$ cat src/rtl/pixel_stream_receiver.sv
// Pixel stream receiver: reassembles raster-order pixels into a double-buffered frame
// store with a registered read port. Optional frame checksum output under PIXEL_CHECKSUM_EN.
module pixel_stream_receiver #(
    parameter int FB_W  = 8,
    parameter int FB_H  = 8,
    parameter int PIX_W = 4,
    parameter int NPIX  = FB_W * FB_H,
    parameter int AW    = $clog2(NPIX)
) (
    input  logic             clk,
    input  logic             rst,
    input  logic             pix_valid,
    input  logic [PIX_W-1:0] pix_in,
    input  logic             sync_in,
    input  logic [AW-1:0]    rd_addr,
    output logic [PIX_W-1:0] rd_data,
    output logic             frame_valid,
    output logic             frame_done,
    output logic             sync_err,
    output logic [7:0]       frame_cnt,
`ifdef PIXEL_CHECKSUM_EN
    output logic [7:0]       frame_sum,
`endif
    output logic             busy
);

    localparam logic [AW-1:0] LAST_IDX = AW'(NPIX - 1);

    typedef enum logic {
        S_IDLE    = 1'b0,
        S_CAPTURE = 1'b1
    } state_t;

    state_t r_state;
    state_t w_state_next;

    logic [AW-1:0]    r_pix_idx;
    logic             r_wr_bank;
    logic             r_rd_bank;
    logic             r_frame_valid;
    logic             r_frame_done;
    logic             r_sync_err;
    logic [7:0]       r_frame_cnt;
    logic [PIX_W-1:0] r_rd_data;

    // Two banks back to back; the bank bit is the MSB of the store address.
    logic [PIX_W-1:0] r_mem [0:2*NPIX-1];

    logic          w_wr_en;
    logic [AW-1:0] w_wr_idx;
    logic          w_last;
    logic          w_abort;

    // State register
    always_ff @(posedge clk) begin
        if (rst) begin
            r_state <= S_IDLE;
        end else begin
            r_state <= w_state_next;
        end
    end

    // Next-state logic
    always_comb begin
        w_state_next = r_state;
        case (r_state)
            S_IDLE: begin
                if (pix_valid && sync_in) begin
                    w_state_next = S_CAPTURE;
                end
            end
            S_CAPTURE: begin
                if (w_last) begin
                    w_state_next = S_IDLE;
                end
            end
            default: w_state_next = S_IDLE;
        endcase
    end

    // Output logic
    always_comb begin
        busy = (r_state == S_CAPTURE);
    end

    // A sync pixel always restarts at index 0, whether from IDLE or mid-capture.
    always_comb begin
        w_wr_en  = 1'b0;
        w_wr_idx = r_pix_idx;
        w_last   = 1'b0;
        w_abort  = 1'b0;
        if (pix_valid && !rst) begin
            if (sync_in) begin
                w_wr_en  = 1'b1;
                w_wr_idx = '0;
                w_abort  = (r_state == S_CAPTURE);
            end else if (r_state == S_CAPTURE) begin
                w_wr_en = 1'b1;
                w_last  = (r_pix_idx == LAST_IDX);
            end
        end
    end

    always_ff @(posedge clk) begin
        if (rst) begin
            r_pix_idx     <= '0;
            r_wr_bank     <= 1'b0;
            r_rd_bank     <= 1'b1;
            r_frame_valid <= 1'b0;
            r_frame_done  <= 1'b0;
            r_sync_err    <= 1'b0;
            r_frame_cnt   <= 8'd0;
        end else begin
            r_frame_done <= w_last;
            r_sync_err   <= w_abort;
            if (w_wr_en) begin
                if (sync_in) begin
                    r_pix_idx <= AW'(1);
                end else if (w_last) begin
                    r_pix_idx <= '0;
                end else begin
                    r_pix_idx <= r_pix_idx + 1'b1;
                end
            end
            if (w_last) begin
                r_wr_bank     <= ~r_wr_bank;
                r_rd_bank     <= ~r_rd_bank;
                r_frame_valid <= 1'b1;
                r_frame_cnt   <= r_frame_cnt + 8'd1;
            end
        end
    end

    always_ff @(posedge clk) begin
        if (w_wr_en) begin
            r_mem[{r_wr_bank, w_wr_idx}] <= pix_in;
        end
    end

    // Registered read with synchronous clear; gated to zero until a frame exists.
    always_ff @(posedge clk) begin
        if (rst || !r_frame_valid) begin
            r_rd_data <= '0;
        end else begin
            r_rd_data <= r_mem[{r_rd_bank, rd_addr}];
        end
    end

`ifdef PIXEL_CHECKSUM_EN
    logic [7:0] r_acc;
    logic [7:0] r_frame_sum;

    always_ff @(posedge clk) begin
        if (rst) begin
            r_acc       <= 8'd0;
            r_frame_sum <= 8'd0;
        end else if (w_wr_en) begin
            if (sync_in) begin
                r_acc <= 8'(pix_in);
            end else begin
                r_acc <= r_acc + 8'(pix_in);
            end
            if (w_last) begin
                r_frame_sum <= r_acc + 8'(pix_in);
            end
        end
    end

    assign frame_sum = r_frame_sum;
`endif

    assign rd_data     = r_rd_data;
    assign frame_valid = r_frame_valid;
    assign frame_done  = r_frame_done;
    assign sync_err    = r_sync_err;
    assign frame_cnt   = r_frame_cnt;

endmodule

$ cat config.mk
export PLATFORM = sky130hd
export DESIGN_NAME = pixel_stream_receiver
export DESIGN_NICKNAME = d
export VERILOG_FILES = /design/src/rtl/pixel_stream_receiver.sv
export SDC_FILE = /design/constraint.sdc
export NUM_CORES = 1
export LEC_CHECK = 0
export CAP_MARGIN = 20
export CORE_AREA = 2 2 223 225
export CTS_CLUSTER_SIZE = 30
export DETAILED_ROUTE_END_ITERATION = 7
export DIE_AREA = 0 0 225 227
export GPL_TIMING_DRIVEN = 0
export PLACE_DENSITY = 0.63
export SYNTH_ARGS = -nofsm -noshare
export SYNTH_HDL_FRONTEND = slang
export SYNTH_SLANG_ARGS = --single-unit
$ cat constraint.sdc
create_clock -name clk -period 5.3 [get_ports clk]
set_input_delay 1.06 -clock clk [delete_from_list [all_inputs] [get_ports clk]]
set_output_delay 1.06 -clock clk [all_outputs]
set_load 0.005 [all_outputs]
==> Yosys cells after proc, flatten, opt, wreduce, memory -nomap -nowiden <==
Memories as Yosys holds them, arrays and structs flattened. A register that Yosys moved wholly into a read port is not among the register bits.
Index checks and enable logic that the tools add are counted.
{ "totals": {"regBits": 20, "ramBits": 512, "input_bits": 14, "out_inout_bits": 16, "word_cells": 38, "memories": 1} }
{ "op_classes": {"addsub": 2, "n_eq_ne": 1, "n_mux": 15, "bitwise": 5, "n_reduce_logical": 6} }
{ "mem_list": {"columns": ["name", "depth", "word_bits", "read_ports", "rd_ports_with_merged_regs", "write_ports", "line", "rtl"], "rows": [
  ["r_mem", 128, 4, 1, 1, 1, "47", "logic [PIX_W-1:0] r_mem [0:2*NPIX-1];"]
]} }
{ "op_table": {"columns": ["operator", "n"], "rows": [
  ["$mux W6", 4],
  ["$mux W1", 10],
  ["$add A8 B1 Y8 const B", 1],
  ["$add A6 B1 Y6 const B", 1],
  ["$eq A6 B6 Y1 const B", 1],
  ["$not A1 Y1", 5],
  ["$reduce_or A3 Y1", 1],
  ["$logic_and A1 B1 Y1", 2],
  ["$logic_not A1 Y1", 2],
  ["$pmux W1 S2", 1],
  ["$logic_or A1 B1 Y1", 1]
]} }

==> Longest topological paths before layout <==
Gate-level depths: netlist (run 1).
{ "depth": {"word_depth": 6, "ltp_mapped": 13, "mapped_depth_nobuf": 7} }

==> Least setup slack after synthesis (run 1) <==
OpenSTA, ideal clock, no wires.
{ "synth_path": {"path_kind": "input -> register", "start": "input port sync_in", "end": "memory r_mem[87][0] (enable)", "setup_ns": 0.361, "t_arrival_ns": 2.598, "slack_ns": 2.341, "cell_stages": 6, "path_buffers": 2, "path_cell_list": "clkbuf_1 > and3b_1 > clkbuf_1 > nor3b_1 > nand3_1 > nor3_1"} }
{ "synth_via": {"elab_chain_cells": 4} }
{ "synth_rtl": {"columns": ["item", "line", "rtl"], "rows": [
  ["start, declared", "14", "input logic sync_in,"],
  ["$mux W1", "93", "if (sync_in) begin"],
  ["$mux W1", "92", "if (pix_valid && !rst) begin"],
  ["$mux W1", "135", "if (w_wr_en) begin"],
  ["$mux W1 (implied by the code)", "136", "r_mem[{r_wr_bank, w_wr_idx}] <= pix_in;"],
  ["end, declared", "47", null]
]} }
Several ways; a longest one is shown, not always the timed one.

==> results_dict.tcl, run 1 <==
set metrics [dict create \
    intPower_mw 6.90 \
    path_cells "clkdlybuf4s50_1, clkbuf_1, clkbuf_1, nand4b_1, nor4_1, a21o_1, a31o_1" \
    firstDrtPassIters 5 \
    die_y_um 227 \
    place_ws_ns 0.591 \
    avgViaCountPerCell 5.86 \
    globalplace.congestion 0.850 \
    synth-seq-area-share_pct 73.1 \
    finalInstanceArea_um2 24500 \
    crit_path_end_kind "register" \
    ctsHtreeMaxLevel 2 \
    ys_ff_latch 536 \
    outcome "finished, final reports clean" \
    p_sw_mw 1.84 \
    relSlewSlack_pct 21.0 \
    crit_fanout 10 \
    timing.fmax_mhz 244 \
    overflow 0 \
    post-route-util_pct 50.5 \
    wirelength_um 53200 \
    min_path_type "reg2reg" \
    clk_latency_ns 0.62 \
    ant_nets 0 \
    drive_above_1_share_pct 13.5 \
    core-area_um2 48500 \
    cp_slowest_cell "clkbuf_1" \
    ir_drop_mv 0.264 \
    timing.rr.end "r_mem[93][2]" \
    finalPower_mw 8.74 \
    drtIter0Drc 1331 \
    io_buffers 25 \
    yosysTopAreaCellShare_pct 70.9 \
    r2r-start "busy" \
    synthDistinctLibCells 55 \
    grt_usage_pct 21.5 \
    cts_buffers 53 \
    nNetsFinal 1331 \
    dr_total_vias 11600 \
    n_antenna_cell 0 \
    cpPeakStageDelay_ns 0.78 \
    reg2reg_depth 5 \
    p_sw_share_pct 21.0 \
    cap_violations 0 \
    drc 0 \
    dieArea_um2 51100 \
    rsz0062_at_grt "false" \
    hpwl_um 34700 \
    cts_tree "done" \
    clk_pin_slew_ns 0.06 \
    synth_edf_count 512 \
    syn-cell-area_um2 21700 \
    synth_nets 1247 \
    grt_max_degree 97 \
    synth.area.top_cells "edfxtp_1 71%, mux4_2 6.0%, mux2i_1 4.8%" \
    instances_no_fill 1982 \
    crit_type "in2reg" \
    fillers 3916 \
    initial_core_util_pct 44.7 \
    grt_pass1_wl_um 78600 \
    yosys.area.top_type "edfxtp_1" \
    grt_antenna_before_repair 1 \
    setup_viol 0 \
    dp_cells 1882 \
    crit_top_cell "clkbuf_1" \
    setup_slack_ns 1.20 \
    cp-start-kind "input pin" \
    required_ns 5.83 \
    grt_pass1_vias 11800 \
    p_seq_share_pct 53.1 \
    die_w_um 225 \
    power.leakage_nw 7.91 \
    cp_data_arrival_time_ns 4.62 \
    regToRegSetupSlack_ns 2.20 \
    ys.warnings.count 0 \
    slew_viol_final 0 \
    synth_cells 1231 \
    hp-start "frame_cnt[7]" \
    placed_area_um2 22800 \
    final_hold_viol_count 0 \
    cts.sinks 536 \
    power_frac_clock_pct 42.2 \
    hold_path_depth 2 \
    final.setup_skew_ns 0.0286 \
    power_density_nw_per_um2 356 \
    cts_setup_buffers 0 \
    clk_path_buf_depth 3 \
    rows 81 \
    worst_slew_pin_slew_ns 1.19 \
    finalCriticalPeriod_ns 4.10 \
    ios 30 \
    holdPathEnd "frame_cnt[7]" \
    hold_ws_ns 0.495 \
    area_delta_synth_final_pct 13.1 \
    postCtsResizedCells 0 \
    clock-root-buffer "clkbuf_16" \
    ys_dominant_reg_cell "edfxtp_1" \
    cts_hold_buffers 0 \
    finalCritPeriodShare_pct 77.3 \
    fin_tns_setup_ns 0 \
    wl_per_cell_um 26.8 \
    avgSynthCellArea_um2 17.6 \
    combPwrFrac_pct 4.7 \
    ys_async_sr_fraction_pct 0 \
]
-- state kept, by name (all words and copies together), names as in the netlist --
signal,flops
frame_valid,1
r_rd_bank,1
r_wr_bank,1
frame_cnt,8
rd_data,4
frame_done,1
busy,1
r_pix_idx,6
sync_err,1
r_mem,512
-- worst max-delay path, delay by kind of cell --
| family | cells | cell delay [ns] |
|---|---|---|
| AOI/OAI and AO/OA | 2 | 0.42 |
| and+or+nand+nor | 2 | 1.03 |
| buffers and inverters | 3 | 2.10 |
-- cell usage in the layout, fill, tap and decap left out, types with 8 or more instances in the layout --
master           synthesis  final
edfxtp_1               512    512
nor2_1                 152    152
mux2i_1                103    103
mux4_2                  58     58
clkbuf_16                0     53
clkbuf_1                37     52
nand2_1                 50     50
a22oi_1                 34     34
mux4_1                  27     27
dfxtp_1                 24     24
nand3_1                 23     23
a21oi_1                 21     21
clkdlybuf4s50_1          0     21
a211oi_1                17     17
o21ai_0                 17     17
nor2b_1                 15     15
nand4_1                 12     12
buf_4                    8     12
nand2b_1                11     11
buf_6                   10     10
clkinv_2                 0     10
buf_2                    8      8
clkinv_1                 0      8
-- worst max-delay path by stage --
stage / start / end / slack (ns) / depth (start not counted)
after floorplan: sync_in / r_mem[87][0] / 2.34 / 6
after global placement: pix_in[1] / r_mem[83][1] / -0.36 / 1
after detailed placement: rd_addr[3] / rd_data[1] / 0.59 / 7
after CTS: rd_addr[3] / rd_data[1] / 1.23 / 7
after global routing: rd_addr[3] / rd_data[0] / 1.13 / 7
final: rd_addr[3] / rd_data[1] / 1.20 / 7
-- power by group through the flow --
stage                     registers (mW)  clock network [mW]  logic [mW]
after global routing                4.64                3.90       0.440
after detailed placement            4.73                   0       0.415
final                               4.64                3.69       0.414
after floorplan                     4.73                   0       0.227
after CTS                           4.64                3.74       0.417
after global placement              4.75                   0       0.401
-- synthesized netlist by cell type (2+ instances only) --
master,number
edfxtp_1,512
nor2_1,152
mux2i_1,103
mux4_2,58
nand2_1,50
clkbuf_1,37
a22oi_1,34
mux4_1,27
dfxtp_1,24
nand3_1,23
a21oi_1,21
a211oi_1,17
o21ai_0,17
nor2b_1,15
nand4_1,12
nand2b_1,11
buf_6,10
buf_2,8
buf_4,8
nor3_1,7
a31oi_1,6
and2_1,6
o22ai_1,6
mux2_2,5
or3_1,5
a2111oi_0,4
buf_12,4
nor3b_1,4
xor2_1,4
nand3b_1,3
or4_1,3
xnor2_1,3
a21o_1,2
a31o_1,2
and3_1,2
and3b_1,2
buf_8,2
ha_1,2
inv_1,2
nor4_1,2
o211ai_1,2
-- logic make-up after synthesis --
kind of cell	Yosys count	synth area share (%)
DFF	536	73.1
and+or+nand+nor	300	6.25
muxes	194	14.4
AOI/OAI and AO/OA	118	3.64
buffers and inverters	74	2.28
xor gates and xnor gates	7	0.283
adders and majority gates	2	0.115
-- final cells by class --
cell class	count	area (µm²)	area share, %
Buffer	72	487	1.98
Inverter	2	7.51	0.0306
Clock inverter	27	255	1.04
Sequential cell	536	15900	64.6
Timing Repair Buffer	29	350	1.43
Tap cell	622	778	3.17
Multi-Input combinational cell	621	5350	21.8
Clock buffer	73	1450	5.92
-- layer usage --
metal / part of all wire, % / wire length, µm / vias up / track usage, %
met3: 6.5 / 3470 / 101 / 3.34
met2: 49 / 25800 / 437 / 34.8
met1: 42 / 22100 / 6013 / 29.6
met4: 3.3 / 1730 / 0 / 8.25
li1: - / - / 5069 / -
met5: 0 / 0 / - / 0
(Power assumes the default switching activity.)
==> run 2, diff against run 1 <==
==> constraint.sdc (replaced) <==
create_clock -name clk -period 4.1 [get_ports clk]
set_input_delay 0.82 -clock clk [delete_from_list [all_inputs] [get_ports clk]]
set_output_delay 0.82 -clock clk [all_outputs]
set_load 0.005 [all_outputs]
==> results of run 2 <==
Same layout as run 1 (identical final DEF). Status: finished, final reports clean.
Among the figures that moved: setup slack after placement 0.591 ns -> -0.369 ns; setup slack after layout 1.20 ns -> 0.242 ns; register-to-register setup slack 2.20 ns -> 1.00 ns; total power 8.74 mW -> 11.3 mW; worst IR drop on VDD 0.264 mV -> 0.341 mV
